`src/rtl/maj_bist_ctrl.sv`:
```
// Exhaustive self-test sequencer for an external N-input majority block.
// Sweeps every input vector, compares y_dut against a popcount reference, and logs mismatches.
module maj_bist_ctrl #(
   parameter int unsigned N      = 25,
   parameter int unsigned THRESH = (N + 1) / 2,
   parameter int unsigned SETTLE = 1
) (
   input  logic           clk,
   input  logic           rst,
   input  logic           start,
   input  logic           abort,
   input  logic           y_dut,
   output logic [N-1:0]   x_out,
   output logic           busy,
   output logic           done,
   output logic           pass,
   output logic [15:0]    err_count,
   output logic [N-1:0]   first_fail_vec,
   output logic           first_fail_valid
);

   localparam int unsigned PW = $clog2(N + 1);
   localparam int unsigned CW = 8;

   typedef enum logic [1:0] {IDLE, HOLD, CHECK, DONE} state_e;

   state_e          state_q, state_d;
   logic [N-1:0]    x_q, x_d;
   logic [CW-1:0]   cnt_q, cnt_d;
   logic [15:0]     err_q, err_d;
   logic [N-1:0]    ffv_q, ffv_d;
   logic            ffvalid_q, ffvalid_d;
   logic            done_q, done_d;
   logic            pass_q, pass_d;
   logic            busy_q, busy_d;

   logic [PW-1:0]   pop_c;
   logic            ref_c;
   logic            mismatch_c;

   // Reference majority: popcount of the applied vector against the threshold
   always_comb begin
      pop_c = '0;
      for (int i = 0; i < int'(N); i++) begin
         pop_c = pop_c + PW'(x_q[i]);
      end
   end

   assign ref_c      = (pop_c >= PW'(THRESH));
   assign mismatch_c = y_dut ^ ref_c;

   always_ff @(posedge clk or posedge rst) begin
      if (rst) begin
         state_q   <= IDLE;
         x_q       <= '0;
         cnt_q     <= '0;
         err_q     <= '0;
         ffv_q     <= '0;
         ffvalid_q <= 1'b0;
         done_q    <= 1'b0;
         pass_q    <= 1'b0;
         busy_q    <= 1'b0;
      end else begin
         state_q   <= state_d;
         x_q       <= x_d;
         cnt_q     <= cnt_d;
         err_q     <= err_d;
         ffv_q     <= ffv_d;
         ffvalid_q <= ffvalid_d;
         done_q    <= done_d;
         pass_q    <= pass_d;
         busy_q    <= busy_d;
      end
   end

   // Sequencing: abort outranks everything while busy, start outranks abort when idle/done
   always_comb begin
      state_d   = state_q;
      x_d       = x_q;
      cnt_d     = cnt_q;
      err_d     = err_q;
      ffv_d     = ffv_q;
      ffvalid_d = ffvalid_q;
      done_d    = done_q;
      pass_d    = pass_q;

      case (state_q)
         IDLE, DONE: begin
            if (start) begin
               err_d     = '0;
               ffv_d     = '0;
               ffvalid_d = 1'b0;
               done_d    = 1'b0;
               pass_d    = 1'b0;
               x_d       = '0;
               cnt_d     = '0;
               state_d   = (SETTLE == 0) ? CHECK : HOLD;
            end
         end
         HOLD: begin
            if (abort) begin
               state_d = IDLE;
               x_d     = '0;
               done_d  = 1'b0;
               pass_d  = 1'b0;
            end else if (cnt_q == CW'(SETTLE - 1)) begin
               state_d = CHECK;
            end else begin
               cnt_d = cnt_q + CW'(1);
            end
         end
         CHECK: begin
            if (abort) begin
               state_d = IDLE;
               x_d     = '0;
               done_d  = 1'b0;
               pass_d  = 1'b0;
            end else begin
               if (mismatch_c) begin
                  err_d = (err_q == 16'hFFFF) ? err_q : err_q + 16'd1;
                  if (!ffvalid_q) begin
                     ffv_d     = x_q;
                     ffvalid_d = 1'b1;
                  end
               end
               if (x_q == '1) begin
                  state_d = DONE;
                  done_d  = 1'b1;
                  pass_d  = (err_d == 16'd0);
               end else begin
                  x_d     = x_q + N'(1);
                  cnt_d   = '0;
                  state_d = (SETTLE == 0) ? CHECK : HOLD;
               end
            end
         end
         default: begin
            state_d = IDLE;
            x_d     = '0;
         end
      endcase

      busy_d = (state_d == HOLD) || (state_d == CHECK);
   end

   assign x_out            = x_q;
   assign busy             = busy_q;
   assign done             = done_q;
   assign pass             = pass_q;
   assign err_count        = err_q;
   assign first_fail_vec   = ffv_q;
   assign first_fail_valid = ffvalid_q;

endmodule

```
`config.mk`:
```
export PLATFORM = sky130hd
export DESIGN_NAME = maj_bist_ctrl
export DESIGN_NICKNAME = d
export VERILOG_FILES = /design/src/rtl/maj_bist_ctrl.sv
export SDC_FILE = /design/constraint.sdc
export NUM_CORES = 1
export LEC_CHECK = 0
export BUFFER_PORTS_ARGS = -buffer_cell sky130_fd_sc_hd__buf_2
export CELL_PAD_IN_SITES_DETAIL_PLACEMENT = 1
export CELL_PAD_IN_SITES_GLOBAL_PLACEMENT = 1
export CORE_ASPECT_RATIO = 0.7
export CORE_MARGIN = 3
export CORE_UTILIZATION = 44
export DETAILED_ROUTE_END_ITERATION = 6
export PLACE_DENSITY = 0.86
export SLEW_MARGIN = 10
export SYNTH_ARGS = -nofsm -noshare
export SYNTH_HDL_FRONTEND = slang
export SYNTH_SLANG_ARGS = --single-unit
export TNS_END_PERCENT = 50
```
`constraint.sdc`:
```
create_clock -name clk -period 5.9 [get_ports clk]
set_clock_uncertainty 0.2 [all_clocks]
set_input_delay 1.77 -clock clk [delete_from_list [all_inputs] [get_ports clk]]
set_output_delay 1.77 -clock clk [all_outputs]
set_load 0.03 [all_outputs]
```
# Word level (Yosys, flattened, before mapping)
# Cells that the tools add are included.
totals:
  reg_bits: 80
  in_bits: 5
  output_inout_bits: 70
  elab_cells: 106
classes:
  addsub: 27
  n_lt_le_gt_ge: 1
  eq_ne: 17
  mux: 39
  bitwise_logic: 1
  n_reduce_logical: 12
ops:
  columns: ["op", "count"]
  rows:
  - ["two-way mux 25 bit", 7]
  - ["adder 5 x 1 -> 5 bit", 20]
  - ["two-way mux 16 bit", 6]
  - ["one-hot mux 25 bit (3 select lines)", 1]
  - ["one-hot mux 25 bit (2 select lines)", 1]
  - ["two-way mux 8 bit", 5]
  - ["one-hot mux 16 bit (2 select lines)", 1]
  - ["adder 25 x 1 -> 25 bit (second input constant)", 1]
  - ["== test 25 bit (second input constant)", 1]
  - ["one-hot mux 8 bit (3 select lines)", 1]
  - ["adder 16 x 1 -> 16 bit (second input constant)", 1]
  - ["== test 16 bit (second input constant)", 1]
  - ["logical NOT 16 bit", 1]
  - ["!= test 2 bit (second input constant)", 8]
  - ["two-way mux 2 bit", 5]
  - ["AND reduction 5 bit", 2]
  - ["AND reduction 3 bit", 3]
  - ["adder 8 x 1 -> 8 bit (second input constant)", 1]
  - ["logical NOT 8 bit", 1]
  - ["two-way mux 1 bit", 8]
  - ["== test 2 bit (second input constant)", 3]
  - ["!= test 3 bit (second input constant)", 2]
  - ["one-hot mux 1 bit (3 select lines)", 2]
  - ["one-hot mux 2 bit (3 select lines)", 1]
  - ["other kinds (13)", 14]

# Longest topological paths before layout
logic_depth:
  depth_word: 33
  depth_mapped: 20
  depth_no_buf: 18

# Worst setup path after synthesis
# Ideal clock, no wire load.
synth_path:
  kind: "reg-to-reg"
  startpoint: "reg x_q[0] (netlist: x_out[0])"
  endpoint: "reg pass_q (netlist: pass)"
  setup_ns: 0.066
  arrival_time_ns: 5.432
  required_ns: 5.634
  path_slack_ns: 0.202
  path_stages_with_launch: 18
  n_path_buf: 0
  synth_period_minus_slack_ns: 5.698
  cell_sequence: "dfrtp_1 > inv_1 > fa_1 > fa_1 > fa_1 > fa_1 > fa_1 > fa_1 > inv_1 > fa_1 > xor2_1 > o21ai_0 > o31ai_2 > xor2_2 > nand4_1 > mux2_4 > a2111oi_4 > a31o_1"
synth_between:
  elab_chain_len: 33
  word_cells_on_any_way: 36
  classes_between: "add/sub: 24; order compare: 1; eq/ne: 2; mux: 6; bitwise: 1; reduce/logical: 2"
synth_lines:
  columns: ["item", "line", "source"]
  rows:
  - ["start, declared", "28", "logic [N-1:0] x_q, x_d;"]
  - ["start signal, assigned", "55", "x_q <= '0;"]
  - ["start signal, assigned", "65", "x_q <= x_d;"]
  - ["adder 1 x 1 -> 2 bit", "45", "pop_c = pop_c + PW'(x_q[i]);"]
  - ["adder 2 x 1 -> 3 bit", "45", null]
  - ["adder 3 x 1 -> 4 bit", "45", null]
  - ["adder 4 x 1 -> 5 bit", "45", null]
  - ["adder 5 x 1 -> 5 bit (20 in a row)", "45", null]
  - ["greater-or-equal comparator 5 x 4 -> 1 bit", "49", "assign ref_c = (pop_c >= PW'(THRESH));"]
  - ["bitwise XOR 1 bit", "50", "assign mismatch_c = y_dut ^ ref_c;"]
  - ["two-way mux 16 bit", "119", "if (mismatch_c) begin"]
  - ["two-way mux 16 bit", "113", "if (abort) begin"]
  - ["two-way mux 16 bit", "87", "case (state_q)"]
  - ["logical NOT 16 bit", "129", "pass_d = (err_d == 16'd0);"]
  - ["two-way mux 1 bit", "126", "if (x_q == '1) begin"]
  - ["two-way mux 1 bit", "113", null]
  - ["one-hot mux 1 bit (3 select lines)", "87", null]
  - ["end signal, assigned", "71", "pass_q <= pass_d;"]
  - ["end, declared", "34", "logic pass_q, pass_d;"]
# Parallel ways exist; a longest one is shown, timed or not. The select of a mux whose other input is x is not followed.
# A chain may end at the register's enable or synchronous reset.

# Worst setup path in the final report
layout_path:
  startpoint: "reg x_q[17] (netlist: x_out[17])"
  endpoint: "reg err_q[14] (netlist: err_count[14])"
layout_between:
  elab_chain_len: 15
layout_lines:
  columns: ["item", "line", "source"]
  rows:
  - ["adder 5 x 1 -> 5 bit (8 in a row)", "45", null]
  - ["greater-or-equal comparator 5 x 4 -> 1 bit", "49", null]
  - ["bitwise XOR 1 bit", "50", null]
  - ["two-way mux 16 bit", "119", null]
  - ["two-way mux 16 bit", "113", null]
  - ["two-way mux 16 bit", "87", null]
  - ["two-way mux 16 bit", "113", null]
  - ["one-hot mux 16 bit (2 select lines)", "87", null]
  - ["end signal, assigned", "67", "err_q <= err_d;"]
  - ["end, declared", "30", "logic [15:0] err_q, err_d;"]
# Every way passes these cells. The select of a mux whose other input is x is not followed.

==> impl_metrics.env <==
export IMPL_numCtsBuffers=9
export IMPL_cts_tree="done"
export IMPL_yosys_register_bits=80
export IMPL_gp_congestion=0.927
export IMPL_ant_nets=0
export IMPL_ys_warn_count=0
export IMPL_insertion_delay_ns=0.35
export IMPL_relSlewSlack_pct=36.0
export IMPL_cts_max_level=3
export IMPL_powerDensity_mw_per_mm2=318
export IMPL_rsz0062_at_grt="yes"
export IMPL_syn_nets=539
export IMPL_grt_pass1_vias=4422
export IMPL_grt_antenna_before_repair=0
export IMPL_vias=4651
export IMPL_cap_violations=0
export IMPL_clock_path_buffers=2
export IMPL_avgSynthCellArea_um2=9.35
export IMPL_avgRoutedWirePerCell_um=24.1
export IMPL_fp_dieW_um=130
export IMPL_drt_iter0_drc=335
export IMPL_wl_mm=17.8
export IMPL_area_delta_synth_final_pct=25.9
export IMPL_core_area_mm2=0.0101
export IMPL_synthArstFlopShare_pct=100
export IMPL_placed_cell_area_mm2=0.00534
export IMPL_final_cells=740
export IMPL_diodes=0
export IMPL_fin_nets=641
export IMPL_dp_hpwl_mm=10.6
export IMPL_min_period_ns=6.04
export IMPL_std_cell_rows=30
export IMPL_initial_core_util_pct=46.9
export IMPL_fmax_ghz=0.165
export IMPL_worst_pin_slew_ns=0.960
export IMPL_grt_pass1_wl_mm=25.2
export IMPL_post_place_cells=707
export IMPL_final_cell_area_mm2=0.00594
export IMPL_crit_path_max_fanout=5
export IMPL_setup_worst_path_start_class="register"
export IMPL_worstSetupEndpointType="register"
export IMPL_portBuffers=74
export IMPL_path_class="register to register"
export IMPL_ctsHoldBuffers=0
export IMPL_hold_viol=0
export IMPL_die_area_mm2=0.0120
export IMPL_die_h_um=92.7
export IMPL_dr_pass1_iters=5
export IMPL_root_buffer="clkbuf_16"
export IMPL_vias_per_cell=6.29
export IMPL_overflow=0
export IMPL_ys_flop_type="dfrtp_1"
export IMPL_synth_seq_area_share_pct=42.4
export IMPL_drive_gt1_share_pct=26.0
export IMPL_synth_edf_count=0
export IMPL_min_path_type="register to register"
export IMPL_p_leak_nw=2.86
export IMPL_crit_arrival_ns=6.07
export IMPL_route_detailed_drc=0
export IMPL_syn_cell_area_mm2=0.00472
export IMPL_ir_drop_v=0.000161
export IMPL_violations="setup timing"
export IMPL_required_ns=5.93
export IMPL_grt_max_degree=55
export IMPL_maxSlewViolCount=0
export IMPL_status="finished with violations"
export IMPL_clk_pin_slew_ns=0.06
export IMPL_gr_usage_all_layers_pct=27.3
export IMPL_num_io_pins=75
export IMPL_min_period_over_period_pct=102
export IMPL_synth_distinct_cells=55
export IMPL_setup_ws_ns=-0.144
export IMPL_syn_inst=505
export IMPL_cts_sinks=80
export IMPL_setup_viol=31
## synthesized netlist by cell type (12+ instances only)
cell / count / area (µm²)
nand3_1: 21 / 105
a21oi_1: 22 / 110
xnor2_1: 18 / 158
nand4_1: 16 / 100
dfrtp_1: 80 / 2000
a22o_1: 17 / 149
o21ai_0: 32 / 160
fa_1: 18 / 360
nor2_1: 44 / 165
nand2_1: 52 / 195
nor3_1: 12 / 60.1
inv_1: 49 / 184
clkbuf_1: 14 / 52.6
## layout make-up
cell class              count  area, µm²
fillers                  1150       4120
multi-input cells         356       2560
flip-flops and latches     80       2000
repair buffers            111        728
clock buffers              12        256
inverters                  49        185
well taps                 128        160
clock inverters             4       51.3
## registers in the layout (all words and copies together) (netlist names)
name / count
first_fail_vec: 25
x_out: 25
err_count: 16
cnt_q: 8
state_q: 2
busy: 1
done: 1
first_fail_valid: 1
pass: 1
## repair_timing
| item | CTS | global route |
|---|---|---|
| buffers inserted | 1 | 12 |
| setup endpoints to repair | 5 | 36 |
| resized for setup | 9 | 28 |
| pin swaps | 5 | 14 |
| cloned | 0 | 5 |
## report_power, final
group / switching (mW) / total, mW / leakage, nW / internal [mW]
Combinational: 0.458 / 0.700 / 1.60 / 0.242
Clock: 0.239 / 0.591 / 0.149 / 0.352
Sequential: 0.0264 / 0.600 / 1.11 / 0.573
Total: 0.724 / 1.89 / 2.86 / 1.17
## cells by family (layout without fill, tap and decap cells)
| logic type | after synthesis | in the layout | share of synthesized area (%) |
|---|---|---|---|
| and+or+nand+nor | 188 | 188 | 19.7 |
| AOI/OAI and AO/OA | 106 | 106 | 15.2 |
| DFF | 80 | 80 | 42.4 |
| buffers and inverters | 69 | 176 | 5.67 |
| xor gates and xnor gates | 30 | 30 | 5.72 |
| adders and majority gates | 29 | 29 | 10.5 |
| muxes | 3 | 3 | 0.795 |
## worst max-delay path, cell delays in order, from the launching register on
cell and delay (ns):
dfrtp_1 0.41, fa_1 0.56, inv_1 0.05, fa_1 0.47, fa_1 0.55, fa_2 0.50, fa_1 0.61, fa_2 0.24
inv_2 0.05, fa_2 0.35, xor2_1 0.17, o21ai_1 0.12, o31ai_2 0.28, xor2_2 0.29, buf_4 0.17, nand4_1 0.17
mux2_4 0.39, buf_6 0.12, a22o_1 0.21
## stage by stage
step                      hold WS [ns]  TNS, ns  total power [mW]  setup WS [ns]  utilization [%]
after floorplan                  0.306        0             0.927          0.202                -
after detailed placement         0.262        0              1.09         0.0620             53.0
final                            0.280    -1.72              1.89         -0.144             59.1
after CTS                        0.276        0              1.70         0.0164             56.4
after global placement           0.260        0              1.07          0.229             53.0
after global routing             0.314    -6.21              1.97         -0.269             59.1
## routing by layer
| layer | up-vias | GRT usage [%] | routed length [µm] |
|---|---|---|---|
| met3 | 70 | 5.88 | 1430 |
| met2 | 255 | 40.5 | 8080 |
| met5 | - | 0 | 0 |
| li1 | 1958 | - | - |
| met4 | 0 | 9.78 | 720 |
| met1 | 2368 | 39.2 | 7600 |
## cell usage in the layout, fill, tap and decap left out, drive strengths merged, types with 11 or more instances in the layout
cell	count
buf	108
dfrtp	80
nand2	52
inv	49
nor2	46
o21ai	33
a21oi	22
nand3	21
xnor2	18
fa	18
a22o	17
nand4	16
clkbuf	15
nor3	12
xor2	12
ha	11
o31ai	11
## path summary, 6_finish.rpt
| kind | from | to | slack [ns] | cells after the start |
|---|---|---|---|---|
| worst max-delay path | x_out[17]$_DFFE_PP0P_ | err_count[14]$_DFFE_PP0P_ | -0.14 | 18 |
| worst min-delay path | first_fail_vec[21]$_DFFE_PP0P_ | first_fail_vec[21]$_DFFE_PP0P_ | 0.28 | 2 |
| worst max register to register | x_out[17]$_DFFE_PP0P_ | err_count[14]$_DFFE_PP0P_ | -0.14 | 18 |
| worst min register to register | first_fail_vec[21]$_DFFE_PP0P_ | first_fail_vec[21]$_DFFE_PP0P_ | 0.28 | 2 |
| max in group asynchronous | rst | x_out[9]$_DFFE_PP0P_ | 3.17 | 3 |
| min in group asynchronous | rst | cnt_q[4]$_DFFE_PP0P_ | 1.41 | 2 |
Power figures use the tool's default switching activity.
